### src/rtl/rv32i_types.sv
// Shared RV32I core types.
// instr_pkt  : result packet carried from functional units to the common data bus.
// CDB_N_FU   : number of functional units feeding the CDB arbiter.
// FU_*       : per-unit result port indices on the arbiter.
package rv32i_types;

    typedef struct packed {
        logic        i_valid;
        logic [31:0] pc;
        logic [4:0]  rd_addr;
        logic [31:0] rd_data;
        logic [3:0]  rob_idx;
    } instr_pkt;

    localparam int unsigned CDB_N_FU = 4;

    localparam int unsigned FU_ALU = 0;
    localparam int unsigned FU_MUL = 1;
    localparam int unsigned FU_DIV = 2;
    localparam int unsigned FU_BR  = 3;

endpackage

### src/rtl/wb_fifo.sv
// Per-unit writeback FIFO with empty-bypass.
// Ports:
//   clk, rst_n : clock, asynchronous active-low reset
//   clear      : synchronous flush, empties the FIFO (wins over push/pop)
//   push, din  : write a packet
//   pop        : consume the head; when empty, consumes din directly (bypass)
//   dout       : head packet, or din when empty
//   empty      : no stored entries
//   count      : stored entry count
module wb_fifo
    import rv32i_types::*;
#(
    parameter int unsigned DEPTH = 2
) (
    input  logic                         clk,
    input  logic                         rst_n,
    input  logic                         clear,
    input  logic                         push,
    input  instr_pkt                     din,
    input  logic                         pop,
    output instr_pkt                     dout,
    output logic                         empty,
    output logic [$clog2(DEPTH+1)-1:0]   count
);

    localparam int unsigned PtrW = (DEPTH > 1) ? $clog2(DEPTH) : 1;
    localparam int unsigned CntW = $clog2(DEPTH + 1);

    instr_pkt        mem_q [DEPTH];
    logic [PtrW-1:0] rd_ptr_q, rd_ptr_d;
    logic [PtrW-1:0] wr_ptr_q, wr_ptr_d;
    logic [CntW-1:0] count_q, count_d;
    logic            full;
    logic            wr_en;
    logic            rd_en;

    assign empty = (count_q == '0);
    assign full  = (count_q == CntW'(DEPTH));
    assign count = count_q;

    // A push into an empty FIFO that is popped in the same cycle passes straight
    // through without being stored. A push into a full FIFO is kept only when the
    // head leaves in the same cycle; the freed slot is the one being written.
    assign wr_en = push & ~(empty & pop) & (~full | pop);
    assign rd_en = pop & ~empty;

    // Combinational read of the old head; a same-slot write lands at the edge.
    assign dout = empty ? din : mem_q[rd_ptr_q];

    always_comb begin
        rd_ptr_d = rd_ptr_q;
        wr_ptr_d = wr_ptr_q;
        count_d  = count_q;
        if (clear) begin
            rd_ptr_d = '0;
            wr_ptr_d = '0;
            count_d  = '0;
        end else begin
            if (wr_en) begin
                wr_ptr_d = (wr_ptr_q == PtrW'(DEPTH - 1)) ? '0 : wr_ptr_q + 1'b1;
            end
            if (rd_en) begin
                rd_ptr_d = (rd_ptr_q == PtrW'(DEPTH - 1)) ? '0 : rd_ptr_q + 1'b1;
            end
            count_d = count_q + CntW'(wr_en) - CntW'(rd_en);
        end
    end

    always_ff @(posedge clk or negedge rst_n) begin
        if (!rst_n) begin
            rd_ptr_q <= '0;
            wr_ptr_q <= '0;
            count_q  <= '0;
        end else begin
            rd_ptr_q <= rd_ptr_d;
            wr_ptr_q <= wr_ptr_d;
            count_q  <= count_d;
        end
    end

    // Storage needs no reset: count gates every read.
    always_ff @(posedge clk) begin
        if (wr_en && !clear) begin
            mem_q[wr_ptr_q] <= din;
        end
    end

    overflow_check: assert property (
        @(posedge clk) disable iff (!rst_n || clear) !(push && !pop && full)
    ) else $error("wb_fifo overflow: push to full FIFO dropped");

endmodule

### src/rtl/cdb_arbiter.sv
// Common data bus arbiter.
// Buffers one-cycle result pulses from N_FU functional units in per-unit FIFOs
// and round-robin grants them onto a registered CDB packet.
// Ports:
//   clk, rst_n : clock, asynchronous active-low reset
//   br_flush   : discard all buffered results and the CDB packet
//   fu_pkt     : per-unit result packets, i_valid is a one-cycle pulse
//   fu_stall   : per-unit back-pressure (FIFO nearly full)
//   cdb_ready  : downstream accepts cdb_pkt this cycle
//   cdb_pkt    : registered CDB broadcast, i_valid marks a valid broadcast
module cdb_arbiter
    import rv32i_types::*;
#(
    parameter int unsigned N_FU  = CDB_N_FU,
    parameter int unsigned DEPTH = 2
) (
    input  logic            clk,
    input  logic            rst_n,
    input  logic            br_flush,
    input  instr_pkt        fu_pkt [N_FU],
    output logic [N_FU-1:0] fu_stall,
    input  logic            cdb_ready,
    output instr_pkt        cdb_pkt
);

    localparam int unsigned PtrW = $clog2(N_FU);
    localparam int unsigned CntW = $clog2(DEPTH + 1);
    localparam int unsigned DblW = 2 * N_FU;

    logic [N_FU-1:0] push;
    logic [N_FU-1:0] pop;
    logic [N_FU-1:0] empty;
    logic [N_FU-1:0] req;
    logic [CntW-1:0] count [N_FU];
    instr_pkt        fifo_dout [N_FU];

    instr_pkt        cdb_q, cdb_d;
    logic [PtrW-1:0] ptr_q, ptr_d;
    logic [PtrW-1:0] win_idx;
    logic            grant_valid;
    logic            load;
    logic            grant;
    logic [DblW-1:0] req_dbl;
    logic [DblW-1:0] req_masked;

    // Output register may take a new packet when empty or being consumed.
    assign load  = ~cdb_q.i_valid | cdb_ready;
    assign grant = ~br_flush & load & grant_valid;

    for (genvar i = 0; i < N_FU; i++) begin : g_fu
        assign push[i]     = fu_pkt[i].i_valid & ~br_flush;
        // A same-cycle pulse is a candidate too: the FIFO bypasses it.
        assign req[i]      = ~empty[i] | push[i];
        assign pop[i]      = grant & (win_idx == PtrW'(i));
        assign fu_stall[i] = (count[i] >= CntW'(DEPTH - 1));

        wb_fifo #(
            .DEPTH (DEPTH)
        ) u_fifo (
            .clk   (clk),
            .rst_n (rst_n),
            .clear (br_flush),
            .push  (push[i]),
            .din   (fu_pkt[i]),
            .pop   (pop[i]),
            .dout  (fifo_dout[i]),
            .empty (empty[i]),
            .count (count[i])
        );
    end

    // Round-robin: duplicate the request vector and mask off the lower copy
    // below ptr; the lowest set bit then wraps naturally into the upper copy.
    always_comb begin
        req_dbl     = {req, req};
        req_masked  = req_dbl & ~((DblW'(1) << ptr_q) - DblW'(1));
        grant_valid = 1'b0;
        win_idx     = '0;
        for (int j = int'(DblW) - 1; j >= 0; j--) begin
            if (req_masked[j]) begin
                grant_valid = 1'b1;
                win_idx     = (j >= int'(N_FU)) ? PtrW'(j - int'(N_FU)) : PtrW'(j);
            end
        end
    end

    always_comb begin
        cdb_d = cdb_q;
        ptr_d = ptr_q;
        if (br_flush) begin
            cdb_d.i_valid = 1'b0;
        end else if (load) begin
            if (grant_valid) begin
                cdb_d         = fifo_dout[win_idx];
                cdb_d.i_valid = 1'b1;
                ptr_d         = (win_idx == PtrW'(N_FU - 1)) ? '0 : win_idx + 1'b1;
            end else begin
                cdb_d.i_valid = 1'b0;
            end
        end
    end

    always_ff @(posedge clk or negedge rst_n) begin
        if (!rst_n) begin
            cdb_q <= '0;
            ptr_q <= '0;
        end else begin
            cdb_q <= cdb_d;
            ptr_q <= ptr_d;
        end
    end

    assign cdb_pkt = cdb_q;

endmodule

### config.mk
export PLATFORM = sky130hd
export DESIGN_NAME = cdb_arbiter
export DESIGN_NICKNAME = d
export VERILOG_FILES = /design/src/rtl/rv32i_types.sv /design/src/rtl/wb_fifo.sv /design/src/rtl/cdb_arbiter.sv
export SDC_FILE = /design/constraint.sdc
export NUM_CORES = 1
export LEC_CHECK = 0
export BUFFER_PORTS_ARGS = -buffer_cell sky130_fd_sc_hd__buf_2
export CAP_MARGIN = 0
export CORE_AREA = 2 2 258 260
export CTS_CLUSTER_SIZE = 16
export DETAILED_ROUTE_END_ITERATION = 7
export DIE_AREA = 0 0 260 262
export SYNTH_ARGS = -nofsm -noshare
export SYNTH_HDL_FRONTEND = slang
export SYNTH_SLANG_ARGS = --single-unit
### constraint.sdc
create_clock -name clk -period 8.45 [get_ports clk]
set_clock_uncertainty 0.1 [all_clocks]
set_input_delay 0 -clock clk [delete_from_list [all_inputs] [get_ports clk]]
set_output_delay 0 -clock clk [all_outputs]
set_load 0.01 [all_outputs]
* Word-level counts from Yosys, hierarchy flattened
Memories as Yosys holds them, arrays and structs flattened.
Index checks and enable logic that the tools add are counted.
** Operators by class
- Multiplexer cells :: 64
- Equality and inequality tests :: 7
- Div/mod/pow operators :: 0
- Bitwise gates (word level) :: 52
- Multiply operators :: 0
- Shift operators :: 1
- Order comparisons :: 5
- Reductions and logical operators :: 20
- Add/subtract/negate cells :: 18
** Operators by type and width (number)
- $mux 74 :: 5
- $mux 73 :: 3
- $bmux 74 s2 :: 1
- $mux 1 :: 42
- $and 1x1->1 :: 26
- $mux 2 :: 13
- $reduce_bool 2->1 :: 9
- $not 1->1 :: 14
- $eq 2x2->1 const B :: 6
- $logic_not 2->1 :: 5
- $or 1x1->1 :: 9
- $add 1x1->1 const B :: 8
- $add 2x1->2 :: 4
- $and 8x8->8 :: 1
- $ge 2x1->1 const B :: 4
- $not 8->8 :: 1
- $shl 1x2->8 const A :: 1
- $sub 2x1->2 :: 4
- $sub 8x1->8 const B :: 1
- $logic_and 1x1->1 :: 4
- $ge 3x3->1 const B :: 1
- $not 2->3 :: 1
- $reduce_and 3->1 :: 1
- $add 2x1->2 const B :: 1
- 2 further kinds :: 2
** Word-level totals
- Bits in read-only memories :: 0
- RAM bits :: 592
- Memories kept :: 4
- Latch bits :: 0
- Input bits :: 300
- Flip-flop bits (word level) :: 92
** Memories
- g_fu[0].u_fifo.mem_q :: words 2, bits a word 74, rd ports 1, clocked after memory_dff 0, wr ports 1, RTL line wb_fifo.sv:29 : instr_pkt mem_q [DEPTH];
- g_fu[1].u_fifo.mem_q :: words 2, bits a word 74, rd ports 1, clocked after memory_dff 0, wr ports 1, RTL line wb_fifo.sv:29
- g_fu[2].u_fifo.mem_q :: words 2, bits a word 74, rd ports 1, clocked after memory_dff 0, wr ports 1, RTL line wb_fifo.sv:29
- g_fu[3].u_fifo.mem_q :: words 2, bits a word 74, rd ports 1, clocked after memory_dff 0, wr ports 1, RTL line wb_fifo.sv:29

* Depth between registers and ports, before layout
Gate-level depths: netlist of run 1.
- Depth after elaboration :: 21
- Mapped depth :: 17
- Depth with buffers taken out :: 15

* Modules after synthesis
Synthesis of run 1 repeated with hierarchy kept, for this count alone.
** Second synthesis, totals
- Cells, all modules :: 2160
- Area total of the unflattened synthesis :: 29893.7 µm²
** By module, submodules not included
- wb_fifo at g_fu[1].u_fifo ... :: cells each 425, seq. area each 4544.4 µm², area each 6263.5 µm², times used 3
- wb_fifo at g_fu[0].u_fifo :: cells each 423, seq. area each 4544.4 µm², area each 6228.5 µm², times used 1
- cdb_arbiter :: cells each 462, seq. area each 1901.8 µm², area each 4874.7 µm², times used 1

* Worst setup path before layout of run 1
No wires, ideal clock.
- Path kind :: register to register
- Start :: register ptr_q[1]
- End :: memory g_fu[2].u_fifo.mem_q[0][0] in the netlist's numbering, enable pin
- Cell stages (with the launch flop) :: 14
- Clock period less this slack :: 6.457 ns
- Slack :: 1.993 ns
- Setup time :: 0.513 ns
- Data arrival time :: 5.844 ns
- Buffers on the path :: 2
- Path through :: dfrtp_1 > or2_2 > ha_1 > nor2b_1 > a21oi_1 > o211ai_1 > and2_0 > clkbuf_1 > clkbuf_1 > inv_1 > ha_1 > o21bai_1 > a311oi_2 > nor2b_1
** Between the ends
- Longest elaborated chain between the ends :: 21
- Elaborated cells on any way between the ends :: 31
- Classes of those cells :: add/sub: 1; eq/ne: 1; shift: 1; mux: 18; bitwise: 9; reduce/logical: 1
** Ends and longest elaborated chain
- from (decl) :: RTL line cdb_arbiter.sv:38 : logic [PtrW-1:0] ptr_q, ptr_d;
- from (signal assigned) :: RTL line cdb_arbiter.sv:109 : ptr_q <= ptr_d;
- $shl 1x2->8 * :: RTL line cdb_arbiter.sv:76 : req_masked = req_dbl & ~((DblW'(1) << ptr_q) - DblW'(1));
- $sub 8x1->8 * :: RTL line cdb_arbiter.sv:76
- $not 8->8 * :: RTL line cdb_arbiter.sv:76
- $and 8x8->8 * :: RTL line cdb_arbiter.sv:76
- $mux 2 or $mux 1 (tied branches) (8 in series) :: RTL line cdb_arbiter.sv:80 : if (req_masked[j]) begin
- $eq 2x2->1 or $and 1x1->1 (tied branches) :: RTL line cdb_arbiter.sv:54, cdb_arbiter.sv:48
- $and 1x1->1 * :: RTL line cdb_arbiter.sv:54 : assign pop[i] = grant & (win_idx == PtrW'(i));
- $and 1x1->1 :: RTL line wb_fifo.sv:44 : assign wr_en = push & ~(empty & pop) & (~full | pop);
- $not 1->1 :: RTL line wb_fifo.sv:44
- $and 1x1->1 :: RTL line wb_fifo.sv:44
- $and 1x1->1 * :: RTL line wb_fifo.sv:44
- $logic_and 1x1->1 * :: RTL line wb_fifo.sv:83 : if (wr_en && !clear) begin
- $mux 1 * :: RTL line wb_fifo.sv:83
- $mux 1 (implied by the code) * :: RTL line wb_fifo.sv:84 : mem_q[wr_ptr_q] <= din;
- to (decl) :: RTL line wb_fifo.sv:29
Mark *: on every way between the ends. The rest lies on a longest branch, timed or not.

* Final worst setup path of run 1
- Start :: register g_fu[2].u_fifo.count_q[1]
- End :: memory g_fu[3].u_fifo.mem_q[0][35] in the netlist's numbering, enable pin
** Between the ends
- Longest elaborated chain between the ends :: 20
- Elaborated cells on any way between the ends :: 29
- Classes of those cells :: eq/ne: 1; mux: 16; bitwise: 10; reduce/logical: 2
** Ends and longest elaborated chain
- from (decl) :: RTL line wb_fifo.sv:32 : logic [CntW-1:0] count_q, count_d;
- from (signal assigned) :: RTL line wb_fifo.sv:77 : count_q <= count_d;
- $logic_not 2->1 * :: RTL line wb_fifo.sv:37 : assign empty = (count_q == '0);
- $not 1->1 * :: RTL line cdb_arbiter.sv:53 : assign req[i] = ~empty[i] | push[i];
- $or 1x1->1 * :: RTL line cdb_arbiter.sv:53
- $and 8x8->8 * :: RTL line cdb_arbiter.sv:76
- $mux 2 or $mux 1 (tied branches) (7 in series) :: RTL line cdb_arbiter.sv:80
- $eq 2x2->1 or $and 1x1->1 (tied branches) :: RTL line cdb_arbiter.sv:54, cdb_arbiter.sv:48
- $and 1x1->1 * :: RTL line cdb_arbiter.sv:54
- $and 1x1->1 :: RTL line wb_fifo.sv:44
- $not 1->1 :: RTL line wb_fifo.sv:44
- $and 1x1->1 :: RTL line wb_fifo.sv:44
- $and 1x1->1 * :: RTL line wb_fifo.sv:44
- $logic_and 1x1->1 * :: RTL line wb_fifo.sv:83
- $mux 1 * :: RTL line wb_fifo.sv:83
- $mux 1 (implied by the code) * :: RTL line wb_fifo.sv:84
- to (decl) :: RTL line wb_fifo.sv:29
Marked as above.

==> parameters.txt, run 1 <==
Parameter                              Value

Floorplan
  Area of the die    around 70000 sq um
  Die boundary width    260 um
  Height of the chip    262 um
  Core area    ~65000 sq um
  Starting utilization of the core area    0.448
  Row count    between 90 and 100
  # IOs    378

Synthesis
  Share of the synthesized area in the top cell type    0.599
  Number of instances in the synthesized netlist    2288
  Synthesized-area fraction occupied by adder cells    0.00556
  Multiplexer fraction of the synthesized cell area    0.101
  Post-synth cell types    37
  Basic-gate share of the synthesized area counting and, or, nand and nor cells    0.0588
  Share of flip-flops with an asynchronous set or reset after synthesis    0.136
  Leading cell types by total area after synthesis    edfxtp_1 (60%), mux2i_1 (10%), dfrtp_1 (7.9%)
  Synth warnings    0
  Number of enable-type register cells in the synthesized netlist    around 580
  Ys flop type    edfxtp_1
  Leading post-synthesis cells by instance count    edfxtp_1 (584), a21oi_1 (442), mux2i_1 (296)
  Count leader, synth    edfxtp_1
  Synthesized netlist net count    between 2k and 3k
  Compound-gate portion of the synthesized area    0.127
  Mean instance size in the synthesized netlist    12.8 sq um
  Leading area contributor after synthesis    edfxtp_1
  Synthesized-area fraction occupied by xor and xnor cells    0.00359
  Dominant combinational cell family by area after synthesis    compound AO/OA/AOI/OAI gates
  Netlist Area Pre-Place    between 20000 and 30000 sq um
  Portion of the post-synthesis area used by sequential elements    0.678
  Post-synthesis sequential element count    676

Timing
  Final hold viol count    0
  Unrepaired setup endpoints after global routing    false
  Worst-Margin Slew    1.31 ns
  Setup total negative slack    0 ns
  Top achievable clock speed    between 150 and 200 MHz
  Final setup violation count    0
  Final Critical Period    5.67 ns
  Pins over their slew limit    0
  Relative max-transition margin    0.130
  Final worst path period share    0.671

Global route
  Pin count of the biggest net entering global routing    98
  Overall routing resource usage    0.251
  First-pass GRT wire length    around 130 mm
  Via count of the first global-routing pass    ~21k
  Antenna violations before repair    13
  Residual overflow from global routing    0

Setup path
  Kind of cell with the highest combined delay on the critical path    simple AND/OR/NAND/NOR gates
  Critical path cell sequence    nor2_4 > nand2_1 > a31oi_4 > and2_4 > ha_1 > o21ai_0 > a311oi_2 > nor2b_4 > buf_4
  Critical path startpoint category    flip-flop
  CP max FO    76
  Critical path required time    8.58 ns
  Count of buffering cells on the critical path with inverters included    1
  Endpoint class of the critical path    flip-flop
  Start-to-end type of the worst setup path    flip-flop to flip-flop
  Stage delay of the slowest cell on the critical path    between 0.8 and 0.9 ns
  Cell with the largest stage delay on the worst path    nor2b_4
  Crit path arrival time    around 5.8 ns

Clock tree
  Clock slew seen by the registers of the worst setup and hold paths    ~0.060 ns
  # hold bufs at CTS    313
  Number of gates resized after CTS    0
  Clock root buffer master    clkbuf_16
  Clock net sink count    676
  Insertion delay of the later-clocked pin in the worst-skew pair    a little over 0.6 ns
  Number of post-CTS setup repair buffers    0
  CTS H-tree lvls    3
  CTS tree    built
  Clock Path Buffers    3
  Number of clock buffers inserted by TritonCTS    73

Min path
  Tightest Hold Check Type    primary input to flip-flop

Run
  Max-cap violations    0

Cells and area
  Register area    ~20000 sq um
  Fill count    5449
  Area growth from synthesis to final layout    27.7%
  Layout net count    between 3k and 4k
  Post-layout util    0.572
  Multi-input gate area    8780 sq um
  Fraction of final layout cells sized beyond drive strength 1    0.179

Detailed routing
  Starting DRC count in detailed routing    1905
  Number of iterations in the first detailed-routing pass    6
  Detailed-route vias per instance    about 5.5
  Total detailed-routing wirelength    87.2 mm
  Count of vias placed by the detailed router    21.2k
  Remaining DRCs    0
  Final antenna-violating net count    0
  Final routed wire length divided by cell count    approximately 23 um

Power
  Ratio of total power to cell area    ~340 nW/um^2
  Peak supply drop    about 0.37 mV
  Leakage power summed over all cells    roughly 14 nW
  Overall Power    roughly 13 mW

Outcome
  Result of the run    completed

Placed design
  Final HPWL DP    between 50 and 60 mm
  # port buffers    roughly 380
  Placer Congestion    0.841
final cells by class:
cell class              instances  share of cell area
flip-flops and latches        676               0.532
multi-input cells            1428               0.235
repair buffers                715               0.140
clock buffers                 115              0.0578
well taps                     864              0.0289
clock inverters                20             0.00476
inverters                      14             0.00141
diodes                          6            0.000402
routing by layer:
layer,global-route usage,up-vias,share of wire
met5,0,-,0.0012
met4,0.0648,16,0.018
met3,0.0512,114,0.067
met2,0.417,749,0.49
met1,0.340,10508,0.42
li1,-,9803,-
flip-flops by register name, indices dropped and copies added, names as in the netlist:
register	count
g_fu.u_fifo.count	8
g_fu.u_fifo.mem_q	584
g_fu.u_fifo.wr_ptr_q	4
ptr_q	2
g_fu.u_fifo.rd_ptr_q	4
cdb_pkt	74
stage by stage:
stage               std cells  worst slack [ns]  area (sq um)  hold slack (ns)
finish                   3838              2.78         37300           0.0296
global route             3837              2.46         37300           0.0194
CTS                      3832              2.70         37300         0.000321
detailed placement       3384              2.73         31800          -0.0629
global placement         3384              2.86         31800          -0.0744
floorplan                2288              1.99         29300           -0.396
power by group:
part,switching [mW],internal (mW)
Sequential,0.293,4.32
Clock,1.30,1.85
Combinational,3.47,1.57
path summary, 6_finish.rpt:
check,from,slack (ns),to,cells after the start
worst min-delay path,fu_pkt[187],0.03,g_fu[1].u_fifo.mem_q[1][39],2
min in group asynchronous,rst_n,0.33,cdb_pkt[34],4
worst max-delay path,g_fu[2].u_fifo.count[1],2.78,g_fu[3].u_fifo.mem_q[0][35],9
worst min register to register,cdb_pkt[44],0.39,cdb_pkt[44],2
worst max register to register,g_fu[2].u_fifo.count[1],2.78,g_fu[3].u_fifo.mem_q[0][35],9
max in group asynchronous,rst_n,6.90,g_fu[2].u_fifo.rd_ptr_q,4
cells in the final DEF (no fill, tap or decap), drive strengths merged, types with 6 or more instances in the layout:
cell type,synthesis,layout
nor2b,15,15
clkinv,0,15
nand2,232,232
inv,14,16
nand2b,8,8
diode,0,6
buf,40,403
o21ai,149,149
a21oi,442,442
clkbuf,130,115
ha,13,13
nor2,162,162
mux2i,296,296
dlygate4sd3,0,312
xor2,6,6
xnor2,6,6
dfrtp,92,92
o221ai,73,73
edfxtp,584,584
cells by family (layout without fill, tap and decap cells):
logic type      after synthesis  count (layout)
fa+ha+maj                    13              13
flops                       676             676
compound gates              676             676
xor+xnor                     12              12
mux                         296             296
buf+inv                     184             864
other cells                   0               6
simple gates                431             431
(Power assumes the default switching activity.)
==> run 2: changes to the inputs <==
--- a/config.mk
+++ b/config.mk
@@ -5,12 +5,14 @@
 export SDC_FILE = /design/constraint.sdc
 export NUM_CORES = 1
 export LEC_CHECK = 0
+export ABC_AREA = 1
 export BUFFER_PORTS_ARGS = -buffer_cell sky130_fd_sc_hd__buf_2
 export CAP_MARGIN = 0
-export CORE_AREA = 2 2 258 260
+export CORE_AREA = 2 2 261 263
 export CTS_CLUSTER_SIZE = 16
 export DETAILED_ROUTE_END_ITERATION = 7
-export DIE_AREA = 0 0 260 262
+export DIE_AREA = 0 0 263 265
+export PLACE_DENSITY = 0.67
 export SYNTH_ARGS = -nofsm -noshare
 export SYNTH_HDL_FRONTEND = slang
 export SYNTH_SLANG_ARGS = --single-unit
==> constraint.sdc (replaced) <==
create_clock -name clk -period 5.1 [get_ports clk]
set_clock_uncertainty 0.1 [all_clocks]
set_input_delay 0 -clock clk [delete_from_list [all_inputs] [get_ports clk]]
set_output_delay 0 -clock clk [all_outputs]
set_load 0.01 [all_outputs]
==> parameters.txt, run 2 <==
Parameter                              Value

Outcome
  Result of the run    completed

Timing
  Final worst path period share    0.793
  Post-route worst setup slack    ~1.1 ns
  Top achievable clock speed    ~250 MHz
  Final Critical Period    around 4.0 ns
  Final hold viol count    0
  Unrepaired setup endpoints after global routing    false
  Worst Hold Margin    0.0280 ns
  Worst-Margin Slew    about 1.1 ns
  Setup total negative slack    0 ns
  Pins over their slew limit    0
  Final setup violation count    0
  Relative max-transition margin    0.258

Floorplan
  Core area    around 67000 sq um
  Area of the die    roughly 70000 sq um
  Height of the chip    ~270 um
  # IOs    roughly 380
  Die boundary width    263 um
  Row count    between 90 and 100
  Starting utilization of the core area    0.448

Power
  Ratio of total power to cell area    approximately 570 nW/um^2
  Overall Power    between 20 and 25 mW
  Leakage power summed over all cells    15.1 nW
  Peak supply drop    0.566 mV

Setup path
  Start-to-end type of the worst setup path    flip-flop to flip-flop
  Critical path startpoint category    flip-flop
  Crit path arrival time    roughly 4.2 ns
  Critical path required time    approximately 5.3 ns
  CP max FO    between 40 and 50
  Endpoint class of the critical path    flip-flop

Cells and area
  Post-layout util    0.570
  Number of standard cells in the final layout excluding fillers    about 4.5k
  Final design instance area without fill    approximately 38000 sq um
  Leading cell types in the layout, fill and taps excluded    nand2_1 (1060), nand3_1 (596), edfxtp_1 (584)
  Fraction of final layout cells sized beyond drive strength 1    0.157
  Layout net count    ~3.9k
  Multi-input gate area    roughly 9000 sq um
  Most common cell after layout, fill and taps aside    nand2_1
  Max reg flops    ~600
  Largest Register    g_fu.u_fifo.mem_q
  Area growth from synthesis to final layout    27.3%
  Fill count    about 5.6k
  Register area    ~20000 sq um

Synthesis
  Share of the synthesized area in the top cell type    0.586
  Leading cell types by total area after synthesis    edfxtp_1 (59%), nand2_1 (13%), nand3_1 (10%)
  Count leader, synth    nand2_1
  Ys flop type    edfxtp_1
  Leading post-synthesis cells by instance count    nand2_1 (1060), nand3_1 (596), edfxtp_1 (584)
  Mean instance size in the synthesized netlist    about 10 sq um
  Number of instances in the synthesized netlist    2959
  Synth warnings    0
  Portion of the post-synthesis area used by sequential elements    0.663
  Post-synth cell types    23
  Synthesized netlist net count    approximately 3.3k
  Post-synthesis sequential element count    676
  Share of flip-flops with an asynchronous set or reset after synthesis    0.136
  Netlist Area Pre-Place    between 20000 and 30000 sq um
  Number of enable-type register cells in the synthesized netlist    between 500 and 600
  Leading area contributor after synthesis    edfxtp_1

Clock tree
  Clock root buffer master    clkbuf_16
  Number of clock buffers inserted by TritonCTS    72
  Clock Path Buffers    3
  CTS tree    built
  CTS H-tree lvls    3
  Insertion delay of the later-clocked pin in the worst-skew pair    between 0.6 and 0.7 ns
  Clock slew seen by the registers of the worst setup and hold paths    approximately 0.060 ns
  Clock net sink count    ~680
  Number of post-CTS setup repair buffers    0

Detailed routing
  Final routed wire length divided by cell count    about 21 um
  Count of vias placed by the detailed router    approximately 25k
  Starting DRC count in detailed routing    between 2k and 2.5k
  Remaining DRCs    0
  Number of iterations in the first detailed-routing pass    6
  Final antenna-violating net count    0
  Detailed-route vias per instance    ~5.5
  Total detailed-routing wirelength    roughly 96 mm

Min path
  Tightest Hold Check Type    primary input to flip-flop

Placed design
  Post-detailed-placement cell area    32400 sq um
  Placer Congestion    roughly 0.84
  # port buffers    roughly 380
  Dpl cells    4038
  Final HPWL DP    roughly 58 mm
  Minimum setup slack after placement    approximately 1.2 ns

Global route
  Via count of the first global-routing pass    about 24k
  Antenna violations before repair    22
  Pin count of the biggest net entering global routing    106
  Overall routing resource usage    0.272
  First-pass GRT wire length    about 140 mm
  Residual overflow from global routing    0

Run
  Max-cap violations    0
run 2: worst max-delay path, cell delays in order (launching register included):
cell and delay [ns]:
dfrtp_1 0.40, nor2_1 0.34, inv_1 0.10, ha_1 0.20
nand2_1 0.09, nand2_1 0.08, nand2_1 0.07, nand2_1 0.04
nand2_1 0.16, nand2_8 0.24, nand2_8 0.16, inv_2 0.07
ha_1 0.19, nand4_1 0.09, nand3_1 0.17, inv_1 0.13
nand2_1 0.11, inv_4 0.44, buf_4 0.45
run 2: worst paths after layout:
path                                               endpoint         from  cells past startpoint  slack [ns]
worst max-delay path            g_fu[1].u_fifo.mem_q[0][16]     ptr_q[0]                     18        1.05
worst min-delay path            g_fu[2].u_fifo.mem_q[1][46]  fu_pkt[120]                      2        0.03
worst max register to register  g_fu[1].u_fifo.mem_q[0][16]     ptr_q[0]                     18        1.05
worst min register to register                  cdb_pkt[19]  cdb_pkt[19]                      2        0.37
max in group asynchronous           g_fu[3].u_fifo.rd_ptr_q        rst_n                      4        3.78
min in group asynchronous           g_fu[1].u_fifo.wr_ptr_q        rst_n                      4        0.40
run 2: power breakdown:
part	total [mW]	switching (mW)	internal, mW	leakage [nW]
Clock	5.44	2.19	3.25	1.21
Sequential	7.39	0.378	7.01	6.49
Combinational	8.98	6.39	2.59	7.42
run 2: kinds of logic (layout without fill, tap and decap cells):
family	count (synthesis)	after routing	share of synthesized area
compound gates	298	298	0.0501
other cells	0	17	0
buf+inv	258	916	0.0383
xor+xnor	8	8	0.00234
simple gates	1706	1706	0.241
fa+ha+maj	13	13	0.00544
flops	676	676	0.663
run 2: layer usage:
layer / track usage / part of all wire
met4: 0.0996 / 0.031
met5: 0 / 0.00087
met2: 0.441 / 0.47
met3: 0.0512 / 0.086
met1: 0.366 / 0.41
run 2: timing repair:
| action | CTS | global route |
|---|---|---|
| resized for setup | 0 | 0 |
| hold buffers | 318 | 0 |
| endpoints found under the hold margin | 721 | 0 |
run 2: layout make-up:
type                            instances  share of cell area
Inverter                               48             0.00545
Clock inverter                         33             0.00932
Sequential cell                       676               0.521
Timing Repair Buffer                  734               0.143
Antenna cell                           17             0.00112
Clock buffer                          101              0.0553
Multi-Input combinational cell       2025               0.237
Tap cell                              873              0.0287
